$ cat config.mk
export PLATFORM = sky130hd
export DESIGN_NAME = fixed_div_q10
export DESIGN_NICKNAME = d
export VERILOG_FILES = /design/src/rtl/functs.sv /design/src/rtl/fixed_div_q10.sv
export SDC_FILE = /design/constraint.sdc
export NUM_CORES = 1
export LEC_CHECK = 0
export BUFFER_PORTS_ARGS = -buffer_cell sky130_fd_sc_hd__buf_2
export CAP_MARGIN = 20
export CORE_ASPECT_RATIO = 0.75
export CORE_MARGIN = 2
export CORE_UTILIZATION = 63
export CTS_CLUSTER_DIAMETER = 200
export DETAILED_ROUTE_END_ITERATION = 10
export PLACE_DENSITY = 0.93
export SLEW_MARGIN = 20
export SYNTH_ARGS = -nofsm -noshare
export SYNTH_HDL_FRONTEND = slang
export SYNTH_SLANG_ARGS = --single-unit
$ cat constraint.sdc
create_clock -name clock -period 10.3 [get_ports clock]
set_input_delay 2.06 -clock clock [delete_from_list [all_inputs] [get_ports clock]]
set_output_delay 2.06 -clock clock [all_outputs]
set_load 0.02 [all_outputs]
$ cat src/rtl/functs.sv
// -----------------------------------------------------------------------------
// functs -- shared Q-format constants for the fixed-point arithmetic blocks
// (multiply, dequantize, divide).
//
// BITS      : number of fractional bits of the Q format
// QUANT_VAL : value of 1.0 in that format (1 << BITS)
// Q_WIDTH   : default operand width of the fixed-point blocks
// SAT_MAX   : largest positive Q_WIDTH-bit value (clamp for positive overflow)
// SAT_MIN   : most negative Q_WIDTH-bit value (clamp for negative overflow)
// -----------------------------------------------------------------------------
package functs;

    localparam int BITS      = 10;
    localparam int QUANT_VAL = 1 << BITS;
    localparam int Q_WIDTH   = 32;

    localparam logic [Q_WIDTH-1:0] SAT_MAX = {1'b0, {(Q_WIDTH-1){1'b1}}};
    localparam logic [Q_WIDTH-1:0] SAT_MIN = {1'b1, {(Q_WIDTH-1){1'b0}}};

endpackage : functs

$ cat src/rtl/fixed_div_q10.sv
// -----------------------------------------------------------------------------
// fixed_div_q10 -- signed Q(BITS) fixed-point divider.
//
// Computes trunc((dividend * 2^BITS) / divisor) with C-style truncation toward
// zero, saturating to the signed DATA_WIDTH range. The quotient magnitude is
// built by a restoring radix-2 divider, one bit per clock, over the
// (DATA_WIDTH+BITS)-bit scaled numerator magnitude.
//
// Ports
//   clock           : sole clock, rising edge
//   reset           : asynchronous, active-high
//   in_valid        : dividend/divisor pair valid
//   in_ready        : block idle and able to accept a pair
//   in_dividend     : signed Q(BITS) dividend
//   in_divisor      : signed Q(BITS) divisor
//   out_valid       : result valid
//   out_ready       : consumer accepts the result
//   out_quotient    : signed Q(BITS) quotient (saturated)
//   out_div_by_zero : result came from a zero divisor
// -----------------------------------------------------------------------------
module fixed_div_q10 #(
    parameter int DATA_WIDTH = functs::Q_WIDTH,
    parameter int BITS       = functs::BITS
) (
    input  logic                  clock,
    input  logic                  reset,
    input  logic                  in_valid,
    output logic                  in_ready,
    input  logic [DATA_WIDTH-1:0] in_dividend,
    input  logic [DATA_WIDTH-1:0] in_divisor,
    output logic                  out_valid,
    input  logic                  out_ready,
    output logic [DATA_WIDTH-1:0] out_quotient,
    output logic                  out_div_by_zero
);

    localparam int NW = DATA_WIDTH + BITS;   // scaled numerator / quotient width
    localparam int CW = $clog2(NW);

    localparam logic [DATA_WIDTH-1:0] POS_SAT = {1'b0, {(DATA_WIDTH-1){1'b1}}};
    localparam logic [DATA_WIDTH-1:0] NEG_SAT = {1'b1, {(DATA_WIDTH-1){1'b0}}};
    // Largest representable magnitudes: 2^(W-1)-1 positive, 2^(W-1) negative.
    localparam logic [NW-1:0] POS_LIM = NW'(POS_SAT);
    localparam logic [NW-1:0] NEG_LIM = NW'(NEG_SAT);

    typedef enum logic [1:0] {
        IDLE,
        CALC,
        DONE
    } state_t;

    state_t state, state_next;

    logic [CW-1:0]         count;
    logic [DATA_WIDTH-1:0] rem;        // partial remainder, always < divisor magnitude
    logic [DATA_WIDTH-1:0] dvs;        // divisor magnitude
    logic [NW-1:0]         num;        // numerator magnitude, consumed MSB first
    logic [NW-1:0]         quo;        // quotient magnitude, built LSB first
    logic                  neg;        // result sign

    logic                  accept;
    logic                  divisor_zero;
    logic                  last_iter;
    logic [DATA_WIDTH-1:0] dividend_mag;
    logic [DATA_WIDTH-1:0] divisor_mag;
    logic [DATA_WIDTH:0]   rem_shift;
    logic [DATA_WIDTH:0]   trial;
    logic                  take;
    logic [DATA_WIDTH-1:0] rem_next;
    logic [NW-1:0]         quo_next;
    logic [DATA_WIDTH-1:0] result;

    assign in_ready  = (state == IDLE);
    assign out_valid = (state == DONE);
    assign accept    = in_valid & in_ready;

    // Magnitudes are kept unsigned, so -2^(W-1) maps to 2^(W-1) without overflow.
    assign dividend_mag = in_dividend[DATA_WIDTH-1] ? -in_dividend : in_dividend;
    assign divisor_mag  = in_divisor[DATA_WIDTH-1]  ? -in_divisor  : in_divisor;
    assign divisor_zero = (in_divisor == '0);
    assign last_iter    = (count == CW'(NW - 1));

    // One restoring step: shift in the next numerator bit, subtract if it fits.
    assign rem_shift = {rem, num[NW-1]};
    assign trial     = rem_shift - {1'b0, dvs};
    assign take      = ~trial[DATA_WIDTH];
    assign rem_next  = take ? trial[DATA_WIDTH-1:0] : rem_shift[DATA_WIDTH-1:0];
    assign quo_next  = {quo[NW-2:0], take};

    // Apply sign and saturation to the completed magnitude. A zero magnitude
    // yields plain zero whatever the sign.
    always_comb begin
        // NOTE: every always_comb output gets a default first, so no path can
        // leave it unassigned and infer a latch.
        result = '0;
        if (quo_next == '0) begin
            result = '0;
        end else if (!neg) begin
            result = (quo_next > POS_LIM) ? POS_SAT : quo_next[DATA_WIDTH-1:0];
        end else begin
            result = (quo_next > NEG_LIM) ? NEG_SAT : -quo_next[DATA_WIDTH-1:0];
        end
    end

    always_ff @(posedge clock or posedge reset) begin
        // NOTE: registers use non-blocking assignments so every flop samples
        // pre-edge values regardless of statement order.
        if (reset) state <= IDLE;
        else       state <= state_next;
    end

    always_comb begin
        state_next = state;
        unique case (state)
            IDLE: if (accept)               state_next = divisor_zero ? DONE : CALC;
            CALC: if (last_iter)            state_next = DONE;
            DONE: if (out_valid & out_ready) state_next = IDLE;
            default:                        state_next = IDLE;
        endcase
    end

    always_ff @(posedge clock or posedge reset) begin
        if (reset) begin
            count           <= '0;
            rem             <= '0;
            dvs             <= '0;
            num             <= '0;
            quo             <= '0;
            neg             <= 1'b0;
            out_quotient    <= '0;
            out_div_by_zero <= 1'b0;
        end else begin
            unique case (state)
                IDLE: begin
                    if (accept) begin
                        count           <= '0;
                        rem             <= '0;
                        quo             <= '0;
                        num             <= {dividend_mag, {BITS{1'b0}}};
                        dvs             <= divisor_mag;
                        neg             <= in_dividend[DATA_WIDTH-1] ^ in_divisor[DATA_WIDTH-1];
                        out_div_by_zero <= divisor_zero;
                        if (divisor_zero) begin
                            out_quotient <= in_dividend[DATA_WIDTH-1] ? NEG_SAT : POS_SAT;
                        end
                    end
                end
                CALC: begin
                    rem   <= rem_next;
                    num   <= {num[NW-2:0], 1'b0};
                    quo   <= quo_next;
                    count <= count + CW'(1);
                    // The final step registers the formatted result directly,
                    // so it is on the output when DONE is entered.
                    if (last_iter) out_quotient <= result;
                end
                default: ;
            endcase
        end
    end

endmodule : fixed_div_q10

==> results of run 1 <==
==> worst max path at each step <==
stage | from | cells past startpoint | to | slack, ns
2_1_floorplan | reset | 1 | count[0] | 3.38
3_3_place_gp | dvs[0] | 18 | out_quotient[13] | 4.59
3_5_place_dp | num[41] | 19 | out_quotient[13] | 4.23
4_1_cts | num[41] | 19 | out_quotient[13] | 4.17
5_1_grt | num[41] | 19 | out_quotient[13] | 3.55
6_report | num[41] | 19 | out_quotient[13] | 4.04
==> power by group through the flow <==
stage / Sequential [mW] / Combinational, mW / Clock (mW)
2_1_floorplan: 0.982 / 1.46 / 0
3_3_place_gp: 1.00 / 1.81 / 0
3_5_place_dp: 1.01 / 1.90 / 0
4_1_cts: 1.00 / 1.93 / 0.679
5_1_grt: 1.03 / 2.18 / 0.712
6_report: 1.01 / 1.99 / 0.679
==> critical path: stages, from the launching register on <==
cell	delay, ns
dfrtp_1	0.36
inv_1	0.06
ha_1	0.20
fa_1	0.41
nand2b_1	0.18
a211o_1	0.28
a31oi_1	0.36
a21oi_1	0.23
a2bb2oi_1	0.40
xor2_2	0.11
buf_4	0.25
inv_1	0.11
ha_1	0.20
or3b_2	0.49
or2_1	0.31
nor4_1	0.58
a221oi_1	0.16
a21oi_1	0.76
and2_1	0.54
nor4_1	0.13
==> cells by family (layout without fill, tap and decap cells) <==
| family | count (synthesis) | in the layout | share of synthesized area |
|---|---|---|---|
| AND/OR/NAND/NOR | 441 | 441 | 0.187 |
| AO/OA/AOI/OAI | 440 | 440 | 0.246 |
| flip-flops | 179 | 179 | 0.403 |
| buffers and inverters | 127 | 191 | 0.0455 |
| XOR/XNOR | 93 | 93 | 0.0733 |
| adder cells (fa/ha/maj) | 38 | 38 | 0.0434 |
| multiplexers | 2 | 2 | 0.00180 |
| other | 0 | 1 | 0 |
==> synth_stat cells (8+ instances only) <==
library cell and instances:
o21ai_0 187, inv_1 45, buf_1 14, a211oi_1 15
a31oi_1 16, nand2_1 197, ha_1 37, or4_1 11
nand3_1 32, or2_2 9, nor3_1 23, nor4_1 19
nand2b_1 17, dfrtp_1 179, o31ai_1 15, nor2_1 77
xnor2_1 18, clkbuf_1 60, a22oi_1 34, o21a_1 14
a21oi_1 66, or3_1 10, nand4_1 8, o41ai_1 14
o22ai_1 15, xor2_1 75
==> per-layer routing <==
layer	up-vias	track usage	wire length, um
met4	0	0.109	877
met1	5051	0.459	12500
met5	-	0	0
met3	101	0.0841	3060
li1	4859	-	-
met2	641	0.505	13500
==> cell type report <==
class | count | share of cell area
antenna | 1 | 0.000203
clock buffer | 20 | 0.0378
clock inverter | 12 | 0.0118
inverter | 45 | 0.0143
multi-input combinational | 1014 | 0.499
sequential | 179 | 0.363
tap | 242 | 0.0245
timing repair buffer | 114 | 0.0502
==> registers in the layout, summed over array words and instances, names as in the netlist <==
name	count
num	32
count	6
neg	1
state	2
out_div_by_zero	1
quo	41
dvs	32
rem	32
out_quotient	32
==> metrics.md, run 1 <==
| Metric | Value |
|---|---|
| Run status | `completed` |
| Min-delay worst type | `flop to flop` |
| CTS root buffer | `clkbuf_16` |
| CTS tree | `built` |
| Initial Utilization | `0.637` |
| Pleak | `5.25 nW` |
| Vias per cell | `6.55` |
| Post-place setup slack | `4.23 ns` |
| Reg2reg path depth | `19` |
| Yosys top cell by area | `dfrtp_1` |
| Core Util, Final | `0.708` |
| Final net count | `1477` |
| Post-synth top flop | `dfrtp_1` |
| Net Count, Synth | `1426` |
| Arr. time, crit path | `6.57 ns` |
| CP Capture Type | `flop` |
| Area occupied by multi-input gates | `0.00616 mm2` |
| Antenna Violating Nets Remaining | `0` |
| Peak VDD IR | `0.216 mV` |
| Vias | `10700` |
| Fin. Hold Viols | `0` |
| Most frequent cells in the layout | `196 x nand2_1, 187 x o21ai_0, 179 x dfrtp_1` |
| Sw frac | `0.468` |
| # setup viols final | `0` |
| Htree depth | `4` |
| Post-CTS Hold Fix Bufs | `0` |
| First drt pass iteration count | `8` |
| Setup bufs post-CTS | `0` |
| Post-synth EDFFs | `0` |
| Flops & latches, synth | `179` |
| Clock latency on the worst-skew pair | `0.44 ns` |
| Fillcell total | `1266` |
| GRT Residual Overflow | `0` |
| Die width | `157 um` |
| Synth Instances | `1320` |
| Placed instance area | `0.0117 mm2` |
| Crit Path Max Fanout | `26` |
| Reg power frac | `0.275` |
| Clk pwr share | `0.185` |
| RSZ-0062 raised after global routing | `false` |
| Post-CTS Resized | `0` |
| CTS Buf Count | `17` |
| Placed Instances | `1594` |
| Total chip power | `3.68 mW` |
| Maximum buffer depth of the clock tree | `2` |
| Top post-synthesis cells by area | `dfrtp_1 40%, o21ai_0 8.4%, nand2_1 6.7%` |
| Relative slew slack | `0.345` |
| Reg2reg setup slack | `4.04 ns` |
| Sink Count | `179` |
| Switching power total | `1.72 mW` |
| Post-Layout Inst Area | `0.0124 mm2` |
| Hold endpoint | `dvs[21]` |
| Wire length per cell | `18.4 um` |
| Setup WS post-layout | `4.04 ns` |
| Reg clk slew, reported paths | `0.07 ns` |
| Clock skew | `0.0128 ns` |
| WS Path Type | `flop to flop` |
| I/O Pins | `103` |
| Final max-slew violation count | `0` |
| Critical Path Start Type | `flop` |
| Worst EP required | `10.61 ns` |
| Avg Cell Area, Syn | `8.42 um2` |
| Largest net degree at the start of global routing | `113` |
| Layout Cells excl Fill | `1627` |
| IO buf count | `102` |
| Core footprint | `0.0174 mm2` |
| Area grow syn2layout | `11.1%` |
| R2r endpoint | `out_quotient[13]` |
| Commonest non-fill, non-tap cell in the layout | `nand2_1` |
| Internal Power | `1.95 mW` |
| Final wirelength | `29900 um` |
| Die area | `0.0187 mm2` |
| Sequential Area | `0.00448 mm2` |
| Syn. warnings | `0` |
| MaxCap Viol Count | `0` |
| Syn Std Cell Area | `0.0111 mm2` |
| Initial antenna violation count | `1` |
| Std cell rows | `42` |
| Fin crit period | `6.26 ns` |
| Slew @ Worst Pin | `0.982 ns` |
| Global Route Usage Sum | `0.330` |
| HPWL after detailed placement | `19800 um` |
| Share of cells above drive strength 1 | `0.128` |
| Max Fclk | `0.160 GHz` |
| Synth top area share | `0.403` |
| Hold Crit Start | `dvs[21]` |
| Yosys cell types | `70` |
| Setup TNS | `0 ns` |
| P per Cell Area | `298 mW/mm2` |
| Die Height | `119 um` |
| Hold depth | `2` |
| Routability cong. | `0.925` |
| Ys async rst share | `1.00` |
| Min Hold Slack | `0.479 ns` |
| First-pass GRT wire length | `49700 um` |
| Comb power frac | `0.540` |
| Residual DRC | `0` |
| Final Cycle Share | `0.608` |
| RR Startpoint | `num[41]` |
| Seq/Total Area, Yosys | `0.403` |
| Initial DRC Count | `1559` |
| Vias in the first global route | `10100` |
No activity file was read; power rests on OpenSTA's default activity.
==> run 2, diff against run 1 <==
--- a/config.mk
+++ b/config.mk
@@ -9,10 +9,10 @@
 export CAP_MARGIN = 20
 export CORE_ASPECT_RATIO = 0.75
 export CORE_MARGIN = 2
-export CORE_UTILIZATION = 63
+export CORE_UTILIZATION = 55
 export CTS_CLUSTER_DIAMETER = 200
 export DETAILED_ROUTE_END_ITERATION = 10
-export PLACE_DENSITY = 0.93
+export PLACE_DENSITY = 0.87
 export SLEW_MARGIN = 20
 export SYNTH_ARGS = -nofsm -noshare
 export SYNTH_HDL_FRONTEND = slang
==> constraint.sdc (replaced) <==
create_clock -name clock -period 5.1 [get_ports clock]
set_input_delay 1.02 -clock clock [delete_from_list [all_inputs] [get_ports clock]]
set_output_delay 1.02 -clock clock [all_outputs]
set_load 0.02 [all_outputs]
==> run 2 against run 1 <==
  * Routed wire length fell by 3.1%
  * Non-clock buffer count rose by 4
  * Register-to-register slack got worse by 3.7 ns
  * Fmax rose by 31%
  * Count of clock-buffer cells in the layout fell by 3
  * Setup slack got worse by 3.7 ns
  * Critical path depth did not move
  * Clock skew rose by 0.0042 ns
  * Final area rose by 0.28%
  * Core utilization fell by 7.6 points
  * Global-route usage fell by 5.3 points
  * Sequential cell count did not move
==> metrics.md, run 2 (synthesis gave the netlist of run 1 again) <==
| Metric | Value |
|---|---|
| Commonest non-fill, non-tap cell in the layout | `nand2_1` |
| MaxCap Viol Count | `0` |
| Pleak | `5.26 nW` |
| CTS root buffer | `clkbuf_16` |
| Vias per cell | `6.33` |
| Internal Power | `3.85 mW` |
| Reg power frac | `0.277` |
| # setup viols final | `0` |
| Met2 usage | `0.418` |
| Reg2reg path depth | `19` |
| CTS tree | `built` |
| Core footprint | `0.0196 mm2` |
| Maximum buffer depth of the clock tree | `2` |
| Vias | `10400` |
| Area grow syn2layout | `11.4%` |
| Met3 global-route usage | `0.0716` |
| Htree depth | `4` |
| Antenna Violating Nets Remaining | `0` |
| Gr busiest metal | `met2` |
| Hold depth | `2` |
| Vias in the first global route | `9704` |
| Largest net degree at the start of global routing | `180` |
| Final net count | `1481` |
| Final Cycle Share | `0.938` |
| Residual DRC | `0` |
| Arr. time, crit path | `5.12 ns` |
| Fin crit period | `4.78 ns` |
| Std cell rows | `44` |
| RSZ-0062 raised after global routing | `false` |
| Met1 Use GR | `0.396` |
| WS Path Type | `flop to flop` |
| Clock skew | `0.0170 ns` |
| Antenna Cells | `0` |
| Die area | `0.0214 mm2` |
| Initial Utilization | `0.567` |
| Most frequent cells in the layout | `196 x nand2_1, 187 x o21ai_0, 179 x dfrtp_1` |
| CP Capture Type | `flop` |
| Fin. Hold Viols | `0` |
| Setup bufs post-CTS | `0` |
| Slew @ Worst Pin | `1.11 ns` |
| Die width | `168 um` |
| Wire length per cell | `17.7 um` |
| Initial DRC Count | `1366` |
| Peak VDD IR | `0.417 mV` |
| First drt pass iteration count | `7` |
| Final max-slew violation count | `0` |
| Crit Path Max Fanout | `6` |
| Clk pwr share | `0.172` |
| Die Height | `127 um` |
| HPWL after detailed placement | `19400 um` |
| Critical Path Start Type | `flop` |
| First-pass GRT wire length | `48200 um` |
| Routability cong. | `0.920` |
| Max reg flops | `41` |
| Relative slew slack | `0.259` |
| Reg clk slew, reported paths | `0.07 ns` |
| Share of cells above drive strength 1 | `0.135` |
| GRT Residual Overflow | `0` |
| Run status | `completed` |
| P per Cell Area | `592 mW/mm2` |
| Max Fclk | `0.209 GHz` |
| Post-CTS Hold Fix Bufs | `0` |
| IO buf count | `102` |
| Fillcell total | `1623` |
| Global Route Usage Sum | `0.276` |
| Final wirelength | `29000 um` |
| Core Util, Final | `0.632` |
| Clock latency on the worst-skew pair | `0.45 ns` |
| Comb power frac | `0.551` |
| Sink Count | `179` |
| Worst EP required | `5.44 ns` |
| Sw frac | `0.475` |
| Initial antenna violation count | `0` |
| Switching power total | `3.49 mW` |
| Setup TNS | `0 ns` |
| Min-delay worst type | `flop to flop` |
| CTS Buf Count | `17` |
| Largest reg by FF count | `quo` |
| I/O Pins | `103` |
## run 2: cell count changes in the layout (fill, tap and decap cells not counted), moves of 2 or more
cell / delta
clkinv_2: +2
inv_6: +4
clkbuf_8: -3
inv_8: -2
buf_4: +3
bufinv_16: -2
## run 2: per-stage QoR
stage               power (mW)  hold slack, ns  area (um2)  setup WS (ns)  cells
finish                    7.34           0.474       12400          0.317   1641
global route              7.88           0.505       12400         0.0251   1641
CTS                       7.20           0.467       12300          0.121   1640
detailed placement        5.89           0.451       11800          0.144   1608
global placement          5.78           0.446       11800          0.418   1608
floorplan                 4.95           0.443       11100         0.0311   1320
## run 2: layer usage
metal	vias to the layer above	wire length, um
met1	4981	12900
met3	52	2570
met2	490	13000
li1	4857	-
met4	0	569
met5	-	0
## run 2: power by group through the flow
| stage | Clock, mW | Sequential (mW) | Combinational (mW) |
|---|---|---|---|
| after floorplan | 0 | 1.98 | 2.97 |
| after global placement | 0 | 2.02 | 3.76 |
| after detailed placement | 0 | 2.04 | 3.85 |
| after CTS | 1.27 | 2.02 | 3.91 |
| after global routing | 1.34 | 2.07 | 4.47 |
| final | 1.26 | 2.03 | 4.04 |
## run 2: final cells by class
| class | instances | area [um2] | share of cell area |
|---|---|---|---|
| multi-input combinational | 1014 | 6200 | 0.501 |
| sequential | 179 | 4480 | 0.362 |
| timing repair buffer | 118 | 663 | 0.0535 |
| clock buffer | 17 | 425 | 0.0343 |
| tap | 253 | 317 | 0.0256 |
| inverter | 45 | 173 | 0.0139 |
| clock inverter | 15 | 128 | 0.0103 |
## run 2: what timing repair did
item / in CTS / in global routing
resized for setup: 0 / 5
endpoints found under the hold margin: 0 / 0
setup endpoints to repair: 0 / 31
## run 2: worst max-delay path: stages (launching register included)
cell and delay, ns:
dfrtp_1 0.39, ha_1 0.22, fa_1 0.39, nand2b_1 0.18, a211o_1 0.30, a31oi_2 0.18
a21oi_2 0.11, a2bb2oi_2 0.26, xor2_2 0.10, inv_1 0.08, ha_1 0.20, or3b_2 0.49
or2_1 0.31, or2_2 0.42, nor4b_4 0.29, nor3b_2 0.24, a21oi_1 0.09, o22ai_1 0.17
o21ai_0 0.12, o21a_1 0.13
## run 2: worst paths after layout
| kind | startpoint | endpoint | slack [ns] |
|---|---|---|---|
| worst max-delay path | dvs[0] | out_quotient[28] | 0.32 |
| worst min-delay path | out_div_by_zero | out_div_by_zero | 0.47 |
| worst max register to register | dvs[0] | out_quotient[28] | 0.32 |
| worst min register to register | out_div_by_zero | out_div_by_zero | 0.47 |
| max in group asynchronous | reset | out_quotient[23] | 3.46 |
| min in group asynchronous | reset | dvs[7] | 0.74 |
